`src/rtl/walk_light_controller.sv`:
```
// Pedestrian/side-road traffic sequencer: consumes latched walk requests, runs the
// phase timer, drives registered lamp outputs and pulses the request-register clear.
module walk_light_controller #(
  parameter int T_GREEN  = 8,
  parameter int T_YELLOW = 3,
  parameter int T_WALK   = 6,
  parameter int TW       = 8
) (
  input  logic       clk,
  input  logic       g_reset,
  input  logic       walk_req_1,
  input  logic       walk_req_2,
  input  logic       side_sensor,
  output logic       wr_clear,
  output logic [2:0] main_lamp,
  output logic [2:0] side_lamp,
  output logic       walk_lamp_1,
  output logic       walk_lamp_2
);

  typedef enum logic [2:0] {
    S_MAIN_GREEN  = 3'd0,
    S_MAIN_YELLOW = 3'd1,
    S_SIDE_GREEN  = 3'd2,
    S_SIDE_YELLOW = 3'd3,
    S_WALK        = 3'd4
  } state_t;

  localparam logic [TW-1:0] LD_GREEN  = TW'(T_GREEN - 1);
  localparam logic [TW-1:0] LD_YELLOW = TW'(T_YELLOW - 1);
  localparam logic [TW-1:0] LD_WALK   = TW'(T_WALK - 1);

  localparam logic [2:0] LAMP_RED    = 3'b100;
  localparam logic [2:0] LAMP_YELLOW = 3'b010;
  localparam logic [2:0] LAMP_GREEN  = 3'b001;

  state_t        r_state;
  state_t        w_state_nxt;
  logic [TW-1:0] r_timer;
  logic [TW-1:0] w_timer_nxt;
  logic          w_expired;
  logic          w_any_walk;
  logic          w_enter_walk;
  logic [2:0]    w_main_nxt;
  logic [2:0]    w_side_nxt;
  logic          w_walk1_nxt;
  logic          w_walk2_nxt;

  always_ff @(posedge clk or posedge g_reset) begin
    if (g_reset) begin
      r_state     <= S_MAIN_GREEN;
      r_timer     <= LD_GREEN;
      main_lamp   <= LAMP_GREEN;
      side_lamp   <= LAMP_RED;
      walk_lamp_1 <= 1'b0;
      walk_lamp_2 <= 1'b0;
      wr_clear    <= 1'b0;
    end else begin
      r_state     <= w_state_nxt;
      r_timer     <= w_timer_nxt;
      main_lamp   <= w_main_nxt;
      side_lamp   <= w_side_nxt;
      walk_lamp_1 <= w_walk1_nxt;
      walk_lamp_2 <= w_walk2_nxt;
      wr_clear    <= w_enter_walk;
    end
  end

  always_comb begin
    w_state_nxt = r_state;
    w_timer_nxt = r_timer;
    w_main_nxt  = LAMP_GREEN;
    w_side_nxt  = LAMP_RED;
    w_walk1_nxt = 1'b0;
    w_walk2_nxt = 1'b0;
    w_expired   = (r_timer == TW'(0));
    w_any_walk  = walk_req_1 | walk_req_2;

    case (r_state)
      S_MAIN_GREEN: begin
        if (w_expired && (w_any_walk || side_sensor)) w_state_nxt = S_MAIN_YELLOW;
        else                                         w_state_nxt = S_MAIN_GREEN;
      end
      // Walk wins over the side road; a withdrawn request falls back to main green.
      S_MAIN_YELLOW: begin
        if (!w_expired)       w_state_nxt = S_MAIN_YELLOW;
        else if (w_any_walk)  w_state_nxt = S_WALK;
        else if (side_sensor) w_state_nxt = S_SIDE_GREEN;
        else                  w_state_nxt = S_MAIN_GREEN;
      end
      S_SIDE_GREEN: begin
        if (w_expired) w_state_nxt = S_SIDE_YELLOW;
        else           w_state_nxt = S_SIDE_GREEN;
      end
      S_SIDE_YELLOW: begin
        if (w_expired) w_state_nxt = S_MAIN_GREEN;
        else           w_state_nxt = S_SIDE_YELLOW;
      end
      S_WALK: begin
        if (w_expired) w_state_nxt = S_MAIN_GREEN;
        else           w_state_nxt = S_WALK;
      end
      default: w_state_nxt = S_MAIN_GREEN;
    endcase

    w_enter_walk = (w_state_nxt == S_WALK) && (r_state != S_WALK);

    if (w_state_nxt != r_state) begin
      case (w_state_nxt)
        S_MAIN_GREEN:  w_timer_nxt = LD_GREEN;
        S_SIDE_GREEN:  w_timer_nxt = LD_GREEN;
        S_MAIN_YELLOW: w_timer_nxt = LD_YELLOW;
        S_SIDE_YELLOW: w_timer_nxt = LD_YELLOW;
        S_WALK:        w_timer_nxt = LD_WALK;
        default:       w_timer_nxt = LD_GREEN;
      endcase
    end else if (!w_expired) begin
      w_timer_nxt = r_timer - TW'(1);
    end else begin
      w_timer_nxt = r_timer;
    end

    case (w_state_nxt)
      S_MAIN_GREEN:  begin w_main_nxt = LAMP_GREEN;  w_side_nxt = LAMP_RED;    end
      S_MAIN_YELLOW: begin w_main_nxt = LAMP_YELLOW; w_side_nxt = LAMP_RED;    end
      S_SIDE_GREEN:  begin w_main_nxt = LAMP_RED;    w_side_nxt = LAMP_GREEN;  end
      S_SIDE_YELLOW: begin w_main_nxt = LAMP_RED;    w_side_nxt = LAMP_YELLOW; end
      S_WALK:        begin w_main_nxt = LAMP_RED;    w_side_nxt = LAMP_RED;    end
      default:       begin w_main_nxt = LAMP_GREEN;  w_side_nxt = LAMP_RED;    end
    endcase

    // Crossings are captured once on WALK entry; later requests wait for the next cycle.
    if (w_enter_walk) begin
      w_walk1_nxt = walk_req_1;
      w_walk2_nxt = walk_req_2;
    end else if (w_state_nxt == S_WALK) begin
      w_walk1_nxt = walk_lamp_1;
      w_walk2_nxt = walk_lamp_2;
    end else begin
      w_walk1_nxt = 1'b0;
      w_walk2_nxt = 1'b0;
    end
  end

endmodule

```
`config.mk`:
```
export PLATFORM = sky130hd
export DESIGN_NAME = walk_light_controller
export DESIGN_NICKNAME = d
export VERILOG_FILES = /design/src/rtl/walk_light_controller.sv
export SDC_FILE = /design/constraint.sdc
export NUM_CORES = 1
export LEC_CHECK = 0
export BUFFER_PORTS_ARGS = -buffer_cell sky130_fd_sc_hd__buf_2
export CAP_MARGIN = 20
export CORE_ASPECT_RATIO = 1.2
export CORE_MARGIN = 2
export CORE_UTILIZATION = 55
export CTS_CLUSTER_SIZE = 12
export DETAILED_ROUTE_END_ITERATION = 8
export PLACE_DENSITY = 0.77
export SLEW_MARGIN = 40
export SYNTH_ARGS = -nofsm -noshare
export SYNTH_HDL_FRONTEND = slang
export SYNTH_SLANG_ARGS = --single-unit
```
`constraint.sdc`:
```
create_clock -name clk -period 2.3 [get_ports clk]
set_input_delay 0.23 -clock clk [delete_from_list [all_inputs] [get_ports clk]]
set_output_delay 0.23 -clock clk [all_outputs]
set_load 0.05 [all_outputs]
```
Word-level counts from Yosys, hierarchy flattened
Cells that the tools add are included.
{ "totals": {"ff_bits": 20, "out_inout_bits": 9, "wordCells": 44} }
{ "classes": {"addsub": 1, "n_eq_ne": 12, "muxes": 16, "bitwise_logic": 1, "reduce_logical": 7} }
{ "ops": {"columns": ["op", "count"], "rows": [
  ["case mux 3 bit (2 select lines)", 3],
  ["2-to-1 mux 8 bit", 2],
  ["case mux 3 bit (5 select lines)", 1],
  ["equality test 3 x 2 -> 1 bit (second input constant)", 4],
  ["2-to-1 mux 3 bit", 3],
  ["zero test 8 bit", 1],
  ["subtractor 8 x 1 -> 8 bit (second input constant)", 1],
  ["equality test 3 x 1 -> 1 bit (second input constant)", 2],
  ["equality test 3 bit (second input constant)", 2],
  ["2-to-1 mux 1 bit", 5],
  ["2-to-1 mux 2 bit", 2],
  ["zero test 3 bit", 1],
  ["!= test 3 bit", 1],
  ["!= test 3 bit (second input constant)", 1],
  ["OR reduction 3 bit", 1],
  ["logical AND 1 bit", 2],
  ["!= test 2 x 1 -> 1 bit (second input constant)", 1],
  ["!= test 2 bit (second input constant)", 1],
  ["OR reduction 2 bit", 1],
  ["logical OR 1 bit", 1],
  ["bitwise OR 1 bit", 1]
]} }

Depth between registers and ports, before layout
Gate-level depths: netlist of run 1.
{ "logic_depth": {"ltp_word": 9, "mapped_depth": 7, "depth_no_buf": 6} }

Least setup slack after synthesis of run 1
No wires, ideal clock.
{ "synth_path": {"kind": "register to register", "from": "register r_timer[0]", "to": "register r_timer[6]", "setup_time_ns": 0.073, "arrival_time_ns": 1.845, "required_time_ns": 2.227, "slack_ns": 0.381, "stages_incl_launch_ff": 7, "path_buffers": 1, "synth_period_minus_slack_ns": 1.919, "path_cell_list": "dfstp_2 inv_1 ha_1 or4b_1 buf_2 or4b_4 a21oi_2"} }
{ "synth_between": {"elab_chain_len": 6} }
{ "synth_rtl": {"columns": ["element", "line_no", "source"], "rows": [
  ["from (decl)", "39", "logic [TW-1:0] r_timer;"],
  ["from (signal assigned)", "60", "r_timer <= w_timer_nxt;"],
  ["zero test 8 bit", "76", "w_expired = (r_timer == TW'(0));"],
  ["logical AND 1 bit", "81", "if (w_expired && (w_any_walk || side_sensor)) w_state_nxt = S_MAIN_YELLOW;"],
  ["2-to-1 mux 1 bit", "81", null],
  ["case mux 3 bit (5 select lines)", "79", "case (r_state)"],
  ["!= test 3 bit", "108", "if (w_state_nxt != r_state) begin"],
  ["!= test 2 x 1 -> 1 bit (no line) / 2-to-1 mux 8 bit (equally long branches)", null, null]
]} }
Parallel ways exist; a longest one is shown, timed or not. The select of a mux whose other input is x is not followed.
A chain may end at the register's enable or synchronous reset.

Worst setup path in the final report of run 1
{ "layout_path": {"from": "register r_timer[0]", "to": "register main_lamp[0]"} }
{ "layout_between": {"elab_chain_len": 7} }
{ "layout_rtl": {"columns": ["element", "line_no", "source"], "rows": [
  ["zero test 8 bit *", "76", null],
  ["logical AND 1 bit", "81", null],
  ["2-to-1 mux 1 bit", "81", null],
  ["case mux 3 bit (5 select lines) *", "79", null],
  ["equality test 3 bit / equality test 3 x 2 -> 1 bit (equally long branches)", "123", "case (w_state_nxt)"],
  ["OR reduction 3 bit (no line)", null, null],
  ["case mux 3 bit (2 select lines) *", "123", null],
  ["net w_main_nxt[0]", "44", "logic [2:0] w_main_nxt;"],
  ["to (signal assigned)", "61", "main_lamp <= w_main_nxt;"],
  ["to (decl)", "15", "output logic [2:0] main_lamp,"]
]} }
The timed path passes the listed nets; every way through them passes the cells marked *.

==> results.cfg, run 1 <==
[global_routing]
grt_overflow = 0
antenna_found_initial = 0
first_global_vias = 778
grt_pass1_wl_um = 3460
grt_util_all_layers_pct = 21.1
grt_max_degree = 21

[die]
die_h_um = 51.6
rows = 17
dieArea_um2 = 2260
coreArea_um2 = 1810
die_w_um = 43.7
io_pins = 14
initial_utilization_pct = 57.5

[power_and_ir_drop]
leakage_nw = 0.499
ir_worst_vdd_mv = 0.464
power.density_nw_per_um2 = 771

[timing]
fmax_mhz = 472
fin_crit_ns = 2.12
finalHoldViolCount = 0
setup_tns_ns = 0
maxSlewViolCount = 0
skew_ns = 0.00814
tightest_slew_ns = 0.673
rsz0062_at_grt = false
finalCritPeriodShare_pct = 92.2
setup_violations = 0
max_slew_margin_pct = 54.5

[cts]
clock_latency_ns = 0.31
clock_sinks = 20
clockRootBuffer = clkbuf_4
clkTransAtPathRegs_ns = 0.11
post-cts-setup-buffers = 0
cts_buffers = 3
cts_tree = done
cts.path.max_buffers = 2
htreeDepth = 1

[logic_synthesis]
syn_area_um2 = 1040
ys_ff_latch = 20
syn_inst = 110
netlist.area_leader.share_pct = 36.1
ys.warnings.count = 0
synth_area_leader_cell = dfrtp_1
synthesis.nets = 116
synth_ff_type = dfrtp_1
netlist_top_cells_area = dfrtp_1 (36%), dfstp_2 (13%), a21oi_1 (5.3%), nor3_1 (2.9%), nand2_1 (2.5%)
ys_seq_area_share_pct = 48.7
synth_edf_count = 0
ys_types = 41
synth_common_cells = dfrtp_1 (15), a21oi_1 (11), nand2_1 (7)
syn_area_per_cell_um2 = 9.45
yosys.cell_count.top_type = dfrtp_1
synthArstFlopShare_pct = 100

[critical_path]
r2r-start = r_timer[0]
crit_fanout = 8
critPathKind = register to register
crit_family = compound AO/OA/AOI/OAI gates
critical-path-slowest-cell = or4b_1
start_kind = register
crit_arrival_ns = 2.33
cp_num_buf_inv = 1
path_cells = inv_1 > ha_1 > or4b_1 > o21ai_1 > a21oi_1 > a311oi_1
startpoint = r_timer[0]
end_kind = register
cpPeakStageDelay_ns = 0.63
cp.required_ns = 2.51

[route]
via_per_inst = 6.24
firstDrtPassIters = 4
routedWlPerCell_um = 14.9
wl_um = 2130
vias = 892
drt_iter0_markers = 20
ant_nets = 0
drcViolationCount = 0

[flow_run]
drv_cap = 0

[place]
place_area_um2 = 1120
portBuffers = 13
hpwl_um = 1570
place.gp.congestion = 0.925

[layout]
drive_gt1_share_pct = 25.0
nNetsFinal = 131
area.growth.synth_to_final_pct = 14.7
antenna_cells = 0
fin_area_um2 = 1190
fillers = 148

[min_path]
min-delay-start = walk_req_1
hold_class = input port to register

[status]
status = completed
## state kept, by name, summed over array words and instances, names as in the netlist
signal / count
r_timer: 8
main_lamp: 3
r_state: 3
side_lamp: 3
walk_lamp_1: 1
walk_lamp_2: 1
wr_clear: 1
## final cells by class
cell class                      instances  area [um^2]  area share (%)
Inverter                                5         18.8            1.57
Timing Repair Buffer                   17         97.6            8.18
Clock buffer                            3         22.5            1.89
Multi-Input combinational cell         78          493            41.3
Sequential cell                        20          507            42.5
Tap cell                               19         23.8            1.99
Clock inverter                          1         30.0            2.52
## stage by stage
stage / hold slack [ns] / setup WS [ns] / cells / power (mW) / util [%]
after floorplan: 0.190 / 0.381 / 110 / 0.592 / -
after global placement: 0.375 / 0.132 / 138 / 0.632 / 62.1
after detailed placement: 0.390 / 0.0451 / 138 / 0.638 / 62.1
after CTS: 0.0529 / 0.0417 / 142 / 0.918 / 65.1
after global routing: 0.203 / 0.0831 / 143 / 0.965 / 66.0
final: 0.177 / 0.179 / 143 / 0.919 / 66.0
## worst paths after layout
kind | cells past startpoint | slack, ns | endpoint
setup / recovery | 6 | 0.18 | main_lamp[0]
min in group asynchronous | 3 | 0.46 | r_timer[3]
hold / removal | 3 | 0.18 | walk_lamp_1
hold reg to reg | 2 | 0.55 | walk_lamp_1
setup reg to reg | 6 | 0.18 | main_lamp[0]
max in group asynchronous | 3 | 1.47 | side_lamp[2]
## layout by cell type (no fill, tap or decap), types with 3 or more instances in the layout
master,instances
dfrtp_1,15
buf_2,13
a21oi_1,11
nand2_1,7
nor2_1,6
nor3_1,6
nand3_1,5
o21ai_0,5
dfstp_2,5
inv_1,4
or3_1,3
clkbuf_4,3
buf_4,3
## worst register-to-register path, stage by stage (launching register included)
cell and delay, ns:
dfstp_2 0.40, inv_1 0.08, ha_1 0.23, or4b_1 0.63, o21ai_1 0.32, a21oi_1 0.10
a311oi_1 0.26
## layer usage
layer	up-vias	wire length [um]	GRT usage [%]
li1	431	-	-
met1	419	934	26.8
met2	33	1030	33.8
met3	9	86	2.78
met4	0	76	12.6
met5	-	0	0
## cell families (layout without fill, tap and decap cells)
logic type | Yosys count | count (layout) | synth area share, %
and+or+nand+nor | 40 | 40 | 21.9
AOI/OAI and AO/OA | 33 | 33 | 20.2
DFF | 20 | 20 | 48.7
buffers and inverters | 12 | 26 | 4.45
xor gates and xnor gates | 3 | 3 | 2.53
adders and majority gates | 1 | 1 | 1.20
muxes | 1 | 1 | 0.963
## where the power goes
| part | internal [mW] | total (mW) | switching, mW |
|---|---|---|---|
| clock network | 0.176 | 0.287 | 0.110 |
| registers | 0.419 | 0.499 | 0.0797 |
| logic | 0.0604 | 0.134 | 0.0736 |
## timing repair
| item | in CTS | in global routing |
|---|---|---|
| setup endpoints to repair | 0 | 5 |
| endpoints found under the hold margin | 0 | 15 |
| resized for setup | 0 | 1 |
| hold buffers | 0 | 1 |
(Power assumes the default switching activity.)
==> run 2: changes to the inputs <==
--- a/config.mk
+++ b/config.mk
@@ -5,6 +5,7 @@
 export SDC_FILE = /design/constraint.sdc
 export NUM_CORES = 1
 export LEC_CHECK = 0
+export ABC_AREA = 1
 export BUFFER_PORTS_ARGS = -buffer_cell sky130_fd_sc_hd__buf_2
 export CAP_MARGIN = 20
 export CORE_ASPECT_RATIO = 1.2
@@ -12,7 +13,7 @@
 export CORE_UTILIZATION = 55
 export CTS_CLUSTER_SIZE = 12
 export DETAILED_ROUTE_END_ITERATION = 8
-export PLACE_DENSITY = 0.77
+export PLACE_DENSITY = 0.76
 export SLEW_MARGIN = 40
 export SYNTH_ARGS = -nofsm -noshare
 export SYNTH_HDL_FRONTEND = slang
==> run 2 against run 1 <==
  * Critical path type unchanged
  * Highest routed layer unchanged
  * Clock skew decreased by 0.0055 ns
  * Synthesized cell count increased by 2.7%
  * Worst hold slack got worse by 0.024 ns
  * First-iteration DRC count decreased by 20%
  * Largest cell class is now multi-input gates
==> results.cfg, run 2 <==
[timing]
rsz0062_at_grt = false
skew_ns = 0.00267
finalHoldViolCount = 0
fin_crit_ns = 1.94
holdWs_ns = 0.153
maxSlewViolCount = 0
finalCritPeriodShare_pct = 84.2
max_slew_margin_pct = 53.9
setup_tns_ns = 0
tightest_slew_ns = 0.687
fmax_mhz = 516
setup_violations = 0

[cts]
clock_latency_ns = 0.31
clock_sinks = 20
cts_tree = done
cts.path.max_buffers = 2
cts_buffers = 3
htreeDepth = 1
post-cts-setup-buffers = 0
cts_resized = 0
clockRootBuffer = clkbuf_4
clkTransAtPathRegs_ns = 0.11
postCtsHoldBufs = 0

[critical_path]
critical-path-slowest-cell = dfstp_2
crit_fanout = 9
path_cells = inv_1 > ha_1 > nand2_2 > inv_1 > nand2_4 > a21oi_1 > nor2_2 > nand3_4 > nor2_2 > a21oi_2
worstRegToRegCells = 10
r2r_end = r_timer[2]
cpPeakStageDelay_ns = 0.57
r2r-start = r_timer[0]
cp.required_ns = 2.55
end_kind = register
crit_arrival_ns = 2.18
start_kind = register
critPathKind = register to register
crit_end = r_timer[2]
r2r_slack_ns = 0.36
startpoint = r_timer[0]

[layout]
fillers = 150
drive_gt1_share_pct = 39.7
area.growth.synth_to_final_pct = 12.3
nNetsFinal = 138
largest_register = r_timer
final_cell_mix = inv_1 (15), dfrtp_1 (15), buf_2 (13)
final_cells = 150
fin_area_um2 = 1230
largest_register_ff_count = 8
antenna_cells = 0

[logic_synthesis]
netlist_top_cells_area = dfrtp_1 (34%), dfstp_2 (12%), inv_1 (5.5%), nand2_4 (5.1%), nand2_1 (3.8%)
syn_area_um2 = 1090
ys_seq_area_share_pct = 46.3
syn_area_per_cell_um2 = 9.69
synth_ff_type = dfrtp_1
ys_ff_latch = 20
ys.warnings.count = 0
yosys.cell_count.top_type = inv_1
syn_inst = 113
synth_edf_count = 0
synthArstFlopShare_pct = 100
synthesis.nets = 119
netlist.area_leader.share_pct = 34.3
synth_common_cells = inv_1 (16), dfrtp_1 (15), nand2_1 (11)
ys_types = 28
synth_area_leader_cell = dfrtp_1

[power_and_ir_drop]
internal_power_uw = 453
ir_worst_vdd_mv = 0.430
power.density_nw_per_um2 = 466
p_seq_share_pct = 61.4
swShare_pct = 21.1
leakage_nw = 0.691
p_sw_uw = 121
p_total_uw = 574
combPwrFrac_pct = 2.3
clkPwrFrac_pct = 36.3

[place]
hpwl_um = 1470
place.gp.congestion = 0.840
place_area_um2 = 1180
portBuffers = 13
dp.cells = 145

[route]
drt_iter0_markers = 16
drcViolationCount = 0
via_per_inst = 5.31
firstDrtPassIters = 4
routedWlPerCell_um = 12.6
ant_nets = 0
wl_um = 1890
vias = 797

[global_routing]
grt_pass1_wl_um = 3210
first_global_vias = 786
grt_max_degree = 21
grt_overflow = 0
grt_util_all_layers_pct = 19.1
antenna_found_initial = 0

[die]
dieArea_um2 = 2370
initial_utilization_pct = 59.2
die_w_um = 44.7
coreArea_um2 = 1850
die_h_um = 52.9
rows = 17
io_pins = 14

[status]
status = completed

[flow_run]
drv_cap = 0

[min_path]
hold_class = input port to register
-- run 2: cell count changes after synthesis, sizes merged, moves of 3 or more --
| cell | previous run | this run |
|---|---|---|
| a21oi | 12 | 4 |
| xor2 | 1 | 4 |
| inv | 5 | 20 |
| nor2 | 7 | 17 |
| nand2 | 7 | 21 |
| or3 | 3 | 0 |
| clkbuf | 5 | 0 |
| nand4 | 0 | 5 |
-- run 2: kinds of logic (layout without fill, tap and decap cells) --
logic type | after synthesis | count (layout) | synth area share (%)
adders and majority gates | 1 | 1 | 1.14
AOI/OAI and AO/OA | 13 | 13 | 8.80
xor gates and xnor gates | 5 | 5 | 4.00
and+or+nand+nor | 54 | 54 | 32.9
buffers and inverters | 20 | 38 | 6.86
DFF | 20 | 20 | 46.3
-- run 2: worst min path at each step --
stage	start	to	slack (ns)	cells after the start
after global placement	g_reset	r_timer[4]	0.38	2
after global routing	walk_req_2	walk_lamp_2	0.16	2
after CTS	g_reset	r_timer[5]	0.06	2
after detailed placement	g_reset	r_timer[4]	0.39	2
after floorplan	g_reset	main_lamp[1]	0.19	1
final	walk_req_1	walk_lamp_1	0.15	2
-- run 2: power by group through the flow --
| stage | combinational (mW) | sequential [mW] | clock (mW) |
|---|---|---|---|
| after CTS | 0.0125 | 0.352 | 0.208 |
| after detailed placement | 0.0124 | 0.358 | 0 |
| after global placement | 0.0120 | 0.358 | 0 |
| final | 0.0132 | 0.352 | 0.208 |
| after floorplan | 0.00641 | 0.358 | 0 |
| after global routing | 0.0157 | 0.352 | 0.221 |
-- run 2: critical path, delay by kind of cell, from the launching register on --
family / cells / cell delay (ns)
DFF: 1 / 0.57
adders and majority gates: 1 / 0.24
buffers and inverters: 2 / 0.12
and+or+nand+nor: 5 / 0.80
AOI/OAI and AO/OA: 2 / 0.13
-- run 2: final cells by class --
cell class	count	area (um^2)	share of cell area [%]
well taps	19	23.8	1.93
repair buffers	14	75.1	6.10
flip-flops and latches	20	507	41.2
clock buffers	4	36.3	2.95
multi-input cells	73	513	41.7
inverters	20	75.1	6.10
-- run 2: metal layers --
layer	GRT usage, %	up-vias	wire (um)
met3	2.05	5	76
li1	-	397	-
met4	11.6	0	47
met5	0	-	0
met1	22.4	373	772
met2	32.9	22	990
-- run 2: per-stage QoR --
step | setup WS [ns] | utilization, %
floorplan | 0.551 | -
global placement | 0.477 | 64.0
detailed placement | 0.380 | 64.0
CTS | 0.357 | 65.9
global route | 0.248 | 66.5
finish | 0.363 | 66.5
